**src/rtl/grf_dump_pkg.sv**
```systemverilog
// Shared types and default sizing for the GRF dump engine.
// The optional checksum beat is enabled with `define GRF_DUMP_CHECKSUM_EN.
package grf_dump_pkg;

    localparam int NREG_DEF = 32;
    localparam int AW_DEF   = 5;
    localparam int DW_DEF   = 32;

    typedef enum logic [2:0] {
        ST_IDLE,
        ST_FETCH,
        ST_SEND,
        ST_CSUM,
        ST_DONE
    } state_e;

    typedef struct packed {
        logic [AW_DEF-1:0] idx;
        logic [DW_DEF-1:0] data;
        logic              last;
    } beat_t;

endpackage

```
**src/rtl/grf_dump.sv**
```systemverilog
// Walks GRF indices 0..NREG-1 through one read port and streams {index, data} beats.
// `define GRF_DUMP_CHECKSUM_EN appends an XOR-of-all-words beat before completion.
module grf_dump
    import grf_dump_pkg::*;
#(
    parameter int NREG = NREG_DEF,
    parameter int AW   = AW_DEF,
    parameter int DW   = DW_DEF
) (
    input  logic          clk,
    input  logic          reset,
    input  logic          start,
    output logic [AW-1:0] rd_addr,
    input  logic [DW-1:0] rd_data,
    output logic          out_valid,
    input  logic          out_ready,
    output logic [AW-1:0] out_idx,
    output logic [DW-1:0] out_data,
    output logic          out_last,
    output logic          busy,
    output logic          done
);

    localparam logic [AW-1:0] LAST_IDX = AW'(NREG - 1);
`ifdef GRF_DUMP_CHECKSUM_EN
    localparam logic LAST_ON_DATA = 1'b0;
`else
    localparam logic LAST_ON_DATA = 1'b1;
`endif

    state_e        state_q, state_d;
    logic [AW-1:0] idx_q, idx_d;
    logic [AW-1:0] out_idx_q, out_idx_d;
    logic [DW-1:0] out_data_q, out_data_d;
    logic          out_last_q, out_last_d;
`ifdef GRF_DUMP_CHECKSUM_EN
    logic [DW-1:0] csum_q, csum_d;
`endif

    // NOTE: sequential state uses non-blocking assignments so every register
    // samples the pre-edge values regardless of statement order.
    always_ff @(posedge clk or negedge reset) begin
        if (!reset) begin
            state_q    <= ST_IDLE;
            idx_q      <= '0;
            out_idx_q  <= '0;
            out_data_q <= '0;
            out_last_q <= 1'b0;
`ifdef GRF_DUMP_CHECKSUM_EN
            csum_q     <= '0;
`endif
        end else begin
            state_q    <= state_d;
            idx_q      <= idx_d;
            out_idx_q  <= out_idx_d;
            out_data_q <= out_data_d;
            out_last_q <= out_last_d;
`ifdef GRF_DUMP_CHECKSUM_EN
            csum_q     <= csum_d;
`endif
        end
    end

    // NOTE: every signal driven here gets a default first so no path can
    // leave it unassigned and infer a latch.
    always_comb begin
        state_d    = state_q;
        idx_d      = idx_q;
        out_idx_d  = out_idx_q;
        out_data_d = out_data_q;
        out_last_d = out_last_q;
`ifdef GRF_DUMP_CHECKSUM_EN
        csum_d     = csum_q;
`endif
        rd_addr    = '0;
        out_valid  = 1'b0;
        busy       = 1'b1;
        done       = 1'b0;

        case (state_q)
            ST_IDLE: begin
                busy = 1'b0;
                if (start) begin
                    state_d = ST_FETCH;
                    idx_d   = '0;
`ifdef GRF_DUMP_CHECKSUM_EN
                    csum_d  = '0;
`endif
                end
            end
            ST_FETCH: begin
                rd_addr    = idx_q;
                out_idx_d  = idx_q;
                out_data_d = rd_data;
                out_last_d = LAST_ON_DATA && (idx_q == LAST_IDX);
`ifdef GRF_DUMP_CHECKSUM_EN
                csum_d     = csum_q ^ rd_data;
`endif
                state_d    = ST_SEND;
            end
            ST_SEND: begin
                out_valid = 1'b1;
                if (out_ready) begin
                    if (idx_q == LAST_IDX) begin
`ifdef GRF_DUMP_CHECKSUM_EN
                        // csum_q already includes the last word, folded in during its FETCH.
                        state_d    = ST_CSUM;
                        out_idx_d  = '0;
                        out_data_d = csum_q;
                        out_last_d = 1'b1;
`else
                        state_d    = ST_DONE;
`endif
                    end else begin
                        idx_d   = idx_q + AW'(1);
                        state_d = ST_FETCH;
                    end
                end
            end
`ifdef GRF_DUMP_CHECKSUM_EN
            ST_CSUM: begin
                out_valid = 1'b1;
                if (out_ready) begin
                    state_d = ST_DONE;
                end
            end
`endif
            ST_DONE: begin
                busy    = 1'b0;
                done    = 1'b1;
                state_d = ST_IDLE;
            end
            default: begin
                state_d = ST_IDLE;
            end
        endcase
    end

    assign out_idx  = out_idx_q;
    assign out_data = out_data_q;
    assign out_last = out_last_q;

endmodule

```
**config.mk**
```make
export PLATFORM = sky130hd
export DESIGN_NAME = grf_dump
export DESIGN_NICKNAME = d
export VERILOG_FILES = /design/src/rtl/grf_dump_pkg.sv /design/src/rtl/grf_dump.sv
export SDC_FILE = /design/constraint.sdc
export NUM_CORES = 1
export LEC_CHECK = 0
export ABC_AREA = 1
export CAP_MARGIN = 20
export CORE_ASPECT_RATIO = 0.5
export CORE_UTILIZATION = 39
export DETAILED_ROUTE_END_ITERATION = 10
export PLACE_DENSITY = 0.83
export SYNTH_ARGS = -nofsm -noshare
export SYNTH_HDL_FRONTEND = slang
export SYNTH_SLANG_ARGS = --single-unit
```
**constraint.sdc**
```tcl
create_clock -name clk -period 1.4 [get_ports clk]
set_clock_uncertainty 0.05 [all_clocks]
set_input_delay 0.42 -clock clk [delete_from_list [all_inputs] [get_ports clk]]
set_output_delay 0.42 -clock clk [all_outputs]
set_load 0.1 [all_outputs]
```
==> flow_metrics.py, run 1 <==
metrics = {
    "grt": {
        "grt_first_pass_wirelength_mm": 9.74,
        "antenna_found_initial": 0,
        "grt_max_degree": 47,
        "grt.overflow.total": 0,
        "grt_pass1_vias": 1820,
        "grt_use_total_pct": 24.2,
    },
    "floorplanning": {
        "start_util_pct": 41.1,
        "die_y_um": 53.2,
        "core-area_um2": 4980,
        "std_cell_rows": 18,
        "die_area_um2": 5560,
        "die_w_um": 104,
        "ioPinCount": 82,
    },
    "cells_and_area": {
        "finish.utilization_pct": 83.0,
        "layout.nets": 338,
        "diodes": 0,
        "drive_gt1_share_pct": 59.5,
        "area_growth_pct": 102,
    },
    "synthesis": {
        "synth_area_um2": 2050,
        "yosysTopAreaCellShare_pct": 56.3,
        "yosysSeqAreaShare_pct": 56.3,
        "syn_nets": 200,
        "yosysWarnings": 0,
        "syn_inst": 162,
        "ys_top_cells_by_area": "dfrtp_1 (56%), mux2_4 (23%), nand2_1 (5.5%), nor2_1 (2.8%), inv_1 (2.4%)",
        "synth_area_leader_cell": "dfrtp_1",
        "syn_area_per_cell_um2": 12.6,
        "synth_cell_type_count": 20,
        "synth-seq-cells": 46,
    },
    "timing": {
        "rsz0062_at_grt": "true",
        "finalSetupTns_ps": -17660,
        "slew_headroom_pct": 80.5,
        "fin_crit_sh_pct": 132,
        "max_freq_mhz": 540,
        "setup_viol": 67,
        "worstMarginPinSlew_ps": 292,
        "worst_slack_ps": -453,
        "finalCriticalPeriod_ps": 1850,
        "finalHoldViolCount": 0,
        "drv_slew": 0,
    },
    "detailed_routing": {
        "firstDrtPassIters": 6,
        "drtAntennaViolNets": 0,
        "drt-total-wl_mm": 8.12,
        "initialDrtViolationCount": 78,
        "drc": 0,
        "wl_per_cell_um": 21.9,
        "vias_per_cell": 5.05,
        "vias": 1874,
    },
    "placement": {
        "pre_cts_ws_ps": -211,
        "io_buffer_count": 81,
        "gp_congestion": 0.779,
        "hpwl_mm": 4.13,
    },
    "setup_path": {
        "arrival_ps": 1380,
        "path_cells": "buf_4 > nor2_4 > inv_2 > buf_4 > buf_12",
        "worst_ep_required_time_ps": 930,
        "cp-end-kind": "primary output",
        "cpPeakStageDelay_ps": 420,
        "path_class": "flip-flop to primary output",
        "critPathTopFamily": "buffers and inverters",
        "critPathMaxFanout": 2,
        "startpoint_type": "flip-flop",
        "critPathSlowestCell": "dfrtp_1",
        "cpMostUsedCell": "buf_4",
        "cp_num_buf_inv": 4,
    },
    "status": {
        "violations": "setup timing",
        "outcome": "complete, but fails checks",
    },
    "cts": {
        "clock-sinks": 46,
        "cts.htree.levels": 2,
        "insertion_delay_ps": 310,
        "cts_buffer_depth": 2,
        "clock-root-buffer": "clkbuf_8",
        "cts_tree": "built",
        "clkTransAtPathRegs_ps": 100,
        "ctsHoldBuffers": 0,
        "cts_made_buffers": 5,
    },
    "flow_run": {
        "maxCapViolations": 0,
    },
    "worst_hold_path": {
        "hp-class": "input port to async pin",
    },
}
==> cell usage after synthesis <==
master and count:
nand3_4 1, nand3_1 3, clkbuf_1 1, inv_2 2, dfrtp_1 46, ha_1 2
inv_1 13, o21ai_0 6, buf_6 3, nor3_1 1, nand2_1 30, nor2_4 1
nand3_2 1, buf_2 1, nand3b_1 1, mux2_4 32, nor2_1 15, nor3b_1 1
nand2_2 1, nand2_4 1
==> sequential cells by signal, summed over array words and instances (netlist names) <==
signal	count
state_q	3
out_idx	5
idx_q	5
out_data	32
out_last	1
==> worst paths after layout <==
| check | from | to | slack [ps] | cells past startpoint |
|---|---|---|---|---|
| max in group asynchronous | reset | out_idx[3] | 1040 | 2 |
| setup / recovery | state_q[1] | busy | -450 | 5 |
| hold / removal | reset | out_data[6] | 30 | 2 |
| min in group clk | idx_q[3] | idx_q[3] | 460 | 2 |
| setup reg to reg | state_q[2] | out_data[4] | -420 | 9 |
| hold reg to reg | idx_q[3] | idx_q[3] | 460 | 2 |
==> cells in the final DEF (no fill, tap or decap), drive strengths merged <==
cell type / count
mux2: 32
clkinvlp: 2
inv: 14
dfrtp: 46
clkinv: 2
nor3b: 1
nor3: 1
nand2: 32
buf: 100
nor2: 16
o21ai: 6
ha: 2
nand3b: 1
nand3: 6
clkbuf: 6
clkdlybuf4s50: 34
==> worst register-to-register path, delay by kind of cell (launching register included) <==
kind | cells | cell delay [ps]
buf+inv | 7 | 880
flops | 1 | 390
mux | 1 | 310
simple gates | 1 | 80
==> cell type report <==
class / count / area (µm²)
Clock buffer: 5 / 68.8
Clock inverter: 3 / 21.3
Fill cell: 216 / 846
Inverter: 15 / 60.1
Multi-Input combinational cell: 97 / 942
Sequential cell: 46 / 1150
Tap cell: 70 / 87.6
Timing Repair Buffer: 135 / 1800
==> cells by family after synthesis <==
logic type,after synthesis,synth area share [%]
buffers and inverters,20,4.83
adders and majority gates,2,1.22
muxes,32,23.5
and+or+nand+nor,56,12.7
AOI/OAI and AO/OA,6,1.47
DFF,46,56.3
==> stage by stage <==
stage | instance area [µm²] | hold WS (ps) | cells
final | 4130 | 30.1 | 371
after global placement | 3550 | 367 | 323
after global routing | 4130 | 31.5 | 371
after CTS | 3840 | 34.8 | 347
after floorplan | 2120 | 74.4 | 162
after detailed placement | 3550 | 382 | 323
==> what timing repair did <==
item	CTS	global route
buffers inserted	14	26
pin swaps	6	13
setup endpoints to repair	59	87
resized for setup	16	33
gates cloned	2	1
==> layer usage <==
metal / global-route usage, % / routed length [µm]
met4: 13.8 / 366
met2: 43.7 / 4100
met1: 26.8 / 3250
met3: 6.77 / 403
met5: 0 / 0
Power of run 1 is not shown: default switching activity piles up to over one toggle a cycle in this logic, so the estimate is an artifact.
==> run 2, diff against run 1 <==
--- a/config.mk
+++ b/config.mk
@@ -6,8 +6,6 @@
 export NUM_CORES = 1
 export LEC_CHECK = 0
 export ABC_AREA = 1
-export CAP_MARGIN = 20
-export CORE_ASPECT_RATIO = 0.5
 export CORE_UTILIZATION = 39
 export DETAILED_ROUTE_END_ITERATION = 10
 export PLACE_DENSITY = 0.83
==> run 2 against run 1 <==
Effect of this change: the flow still finishes with violations (setup timing); critical endpoint is now rd_addr[1]; register-to-register slack better by 140 ps; critical path depth down 1; cell area down 9.1%; first-iteration DRC count up 6.4%; flip-flop and latch count unchanged; worst setup slack better by 35 ps; sequential share of layout area up 2.7 points; final cell count down 9.2%.
==> flow_metrics.py, run 2 (synthesis results as in run 1) <==
metrics = {
    "cts": {
        "cts_tree": "built",
        "clkTransAtPathRegs_ps": 90,
        "cts_made_buffers": 5,
        "ctsHoldBuffers": 0,
        "cts_buffer_depth": 2,
        "clock-root-buffer": "clkbuf_8",
        "cts.htree.levels": 2,
        "insertion_delay_ps": 300,
        "clock-sinks": 46,
    },
    "cells_and_area": {
        "area_growth_pct": 83.5,
        "final_cell_mix": "buf_12 (46), dfrtp_1 (45), clkdlybuf4s50_1 (34)",
        "design_area_um2": 3750,
        "diodes": 0,
        "regArea_um2": 1150,
        "largest_reg_flops": 32,
        "drive_gt1_share_pct": 51.5,
        "layout_commonest_cell": "buf_12",
        "multi_input_comb_area_um2": 901,
        "layout.nets": 307,
        "finish.utilization_pct": 76.9,
        "nFillCells": 298,
    },
    "timing": {
        "fin_hold_ws_ps": 19.7,
        "fin_crit_sh_pct": 130,
        "worst_slack_ps": -418,
        "finalCriticalPeriod_ps": 1820,
        "drv_slew": 0,
        "rsz0062_at_grt": "true",
        "finalSetupTns_ps": -12910,
        "finalHoldViolCount": 0,
        "slew_headroom_pct": 73.6,
        "worstMarginPinSlew_ps": 395,
        "max_freq_mhz": 550,
        "setup_viol": 51,
    },
    "detailed_routing": {
        "vias": 1561,
        "vias_per_cell": 4.63,
        "drtAntennaViolNets": 0,
        "initialDrtViolationCount": 83,
        "drt-total-wl_mm": 5.42,
        "wl_per_cell_um": 16.1,
        "drc": 0,
        "firstDrtPassIters": 4,
    },
    "placement": {
        "io_buffer_count": 81,
        "post_dp_cell_area_um2": 3530,
        "hpwl_mm": 3.86,
        "gp_congestion": 0.803,
    },
    "setup_path": {
        "path_class": "flip-flop to primary output",
        "path_cells": "inv_2 > nand3_4 > nor2_4 > buf_12",
        "critPathMaxFanout": 7,
        "worst_ep_required_time_ps": 930,
        "critPathTopFamily": "flip-flops",
        "cp-end-kind": "primary output",
        "startpoint_type": "flip-flop",
        "critPathSlowestCell": "dfrtp_1",
        "cp_num_buf_inv": 2,
        "cpPeakStageDelay_ps": 410,
        "arrival_ps": 1350,
    },
    "grt": {
        "grt_use_total_pct": 19.8,
        "grt_first_pass_wirelength_mm": 8.05,
        "grt.overflow.total": 0,
        "grt_max_degree": 32,
        "grt_pass1_vias": 1550,
        "antenna_found_initial": 0,
    },
    "floorplanning": {
        "ioPinCount": 82,
        "std_cell_rows": 25,
        "die_w_um": 74.4,
        "die_area_um2": 5540,
        "core-area_um2": 4880,
        "die_y_um": 74.4,
        "start_util_pct": 41.9,
    },
    "flow_run": {
        "maxCapViolations": 0,
    },
    "worst_hold_path": {
        "hp-class": "input port to async pin",
    },
    "status": {
        "outcome": "complete, but fails checks",
        "violations": "setup timing",
    },
}
## run 2: path summary, 6_finish.rpt
path	from	to	slack, ps	cells past startpoint
max	state_q[2]	rd_addr[1]	-420	4
min	reset	out_data[25]	20	2
max reg2reg	state_q[2]	out_data[21]	-280	6
min reg2reg	idx_q[3]	idx_q[3]	470	2
max in group asynchronous	reset	out_data[13]	910	2
min in group clk	idx_q[3]	idx_q[3]	470	2
## run 2: layout make-up
class                           count  area share (%)
Timing Repair Buffer              105            39.0
Sequential cell                    46            30.7
Multi-Input combinational cell     96            24.0
Clock buffer                        7            2.30
Tap cell                           67            2.23
Inverter                           15            1.60
Clock inverter                      1           0.133
## run 2: routing by layer
metal	part of all wire (%)	global-route usage [%]	routed length, µm	up-vias
met5	0	0	0	-
met4	1.2	5.03	67	0
met3	5.2	4.34	281	7
met2	53	33.1	2890	49
met1	40	26.1	2180	772
li1	-	-	-	733
## run 2: metrics by stage
step | std cells | worst slack (ps)
final | 337 | -418
after global routing | 337 | -460
after CTS | 331 | -404
after detailed placement | 321 | -154
after global placement | 321 | -111
after floorplan | 162 | -686
## run 2: timing repair
action / CTS / global route
pin swaps: 2 / 8
endpoints found under the setup margin: 45 / 59
setup buffers: 2 / 6
gates resized for setup: 8 / 15
Power of run 2 is left out for the same reason.
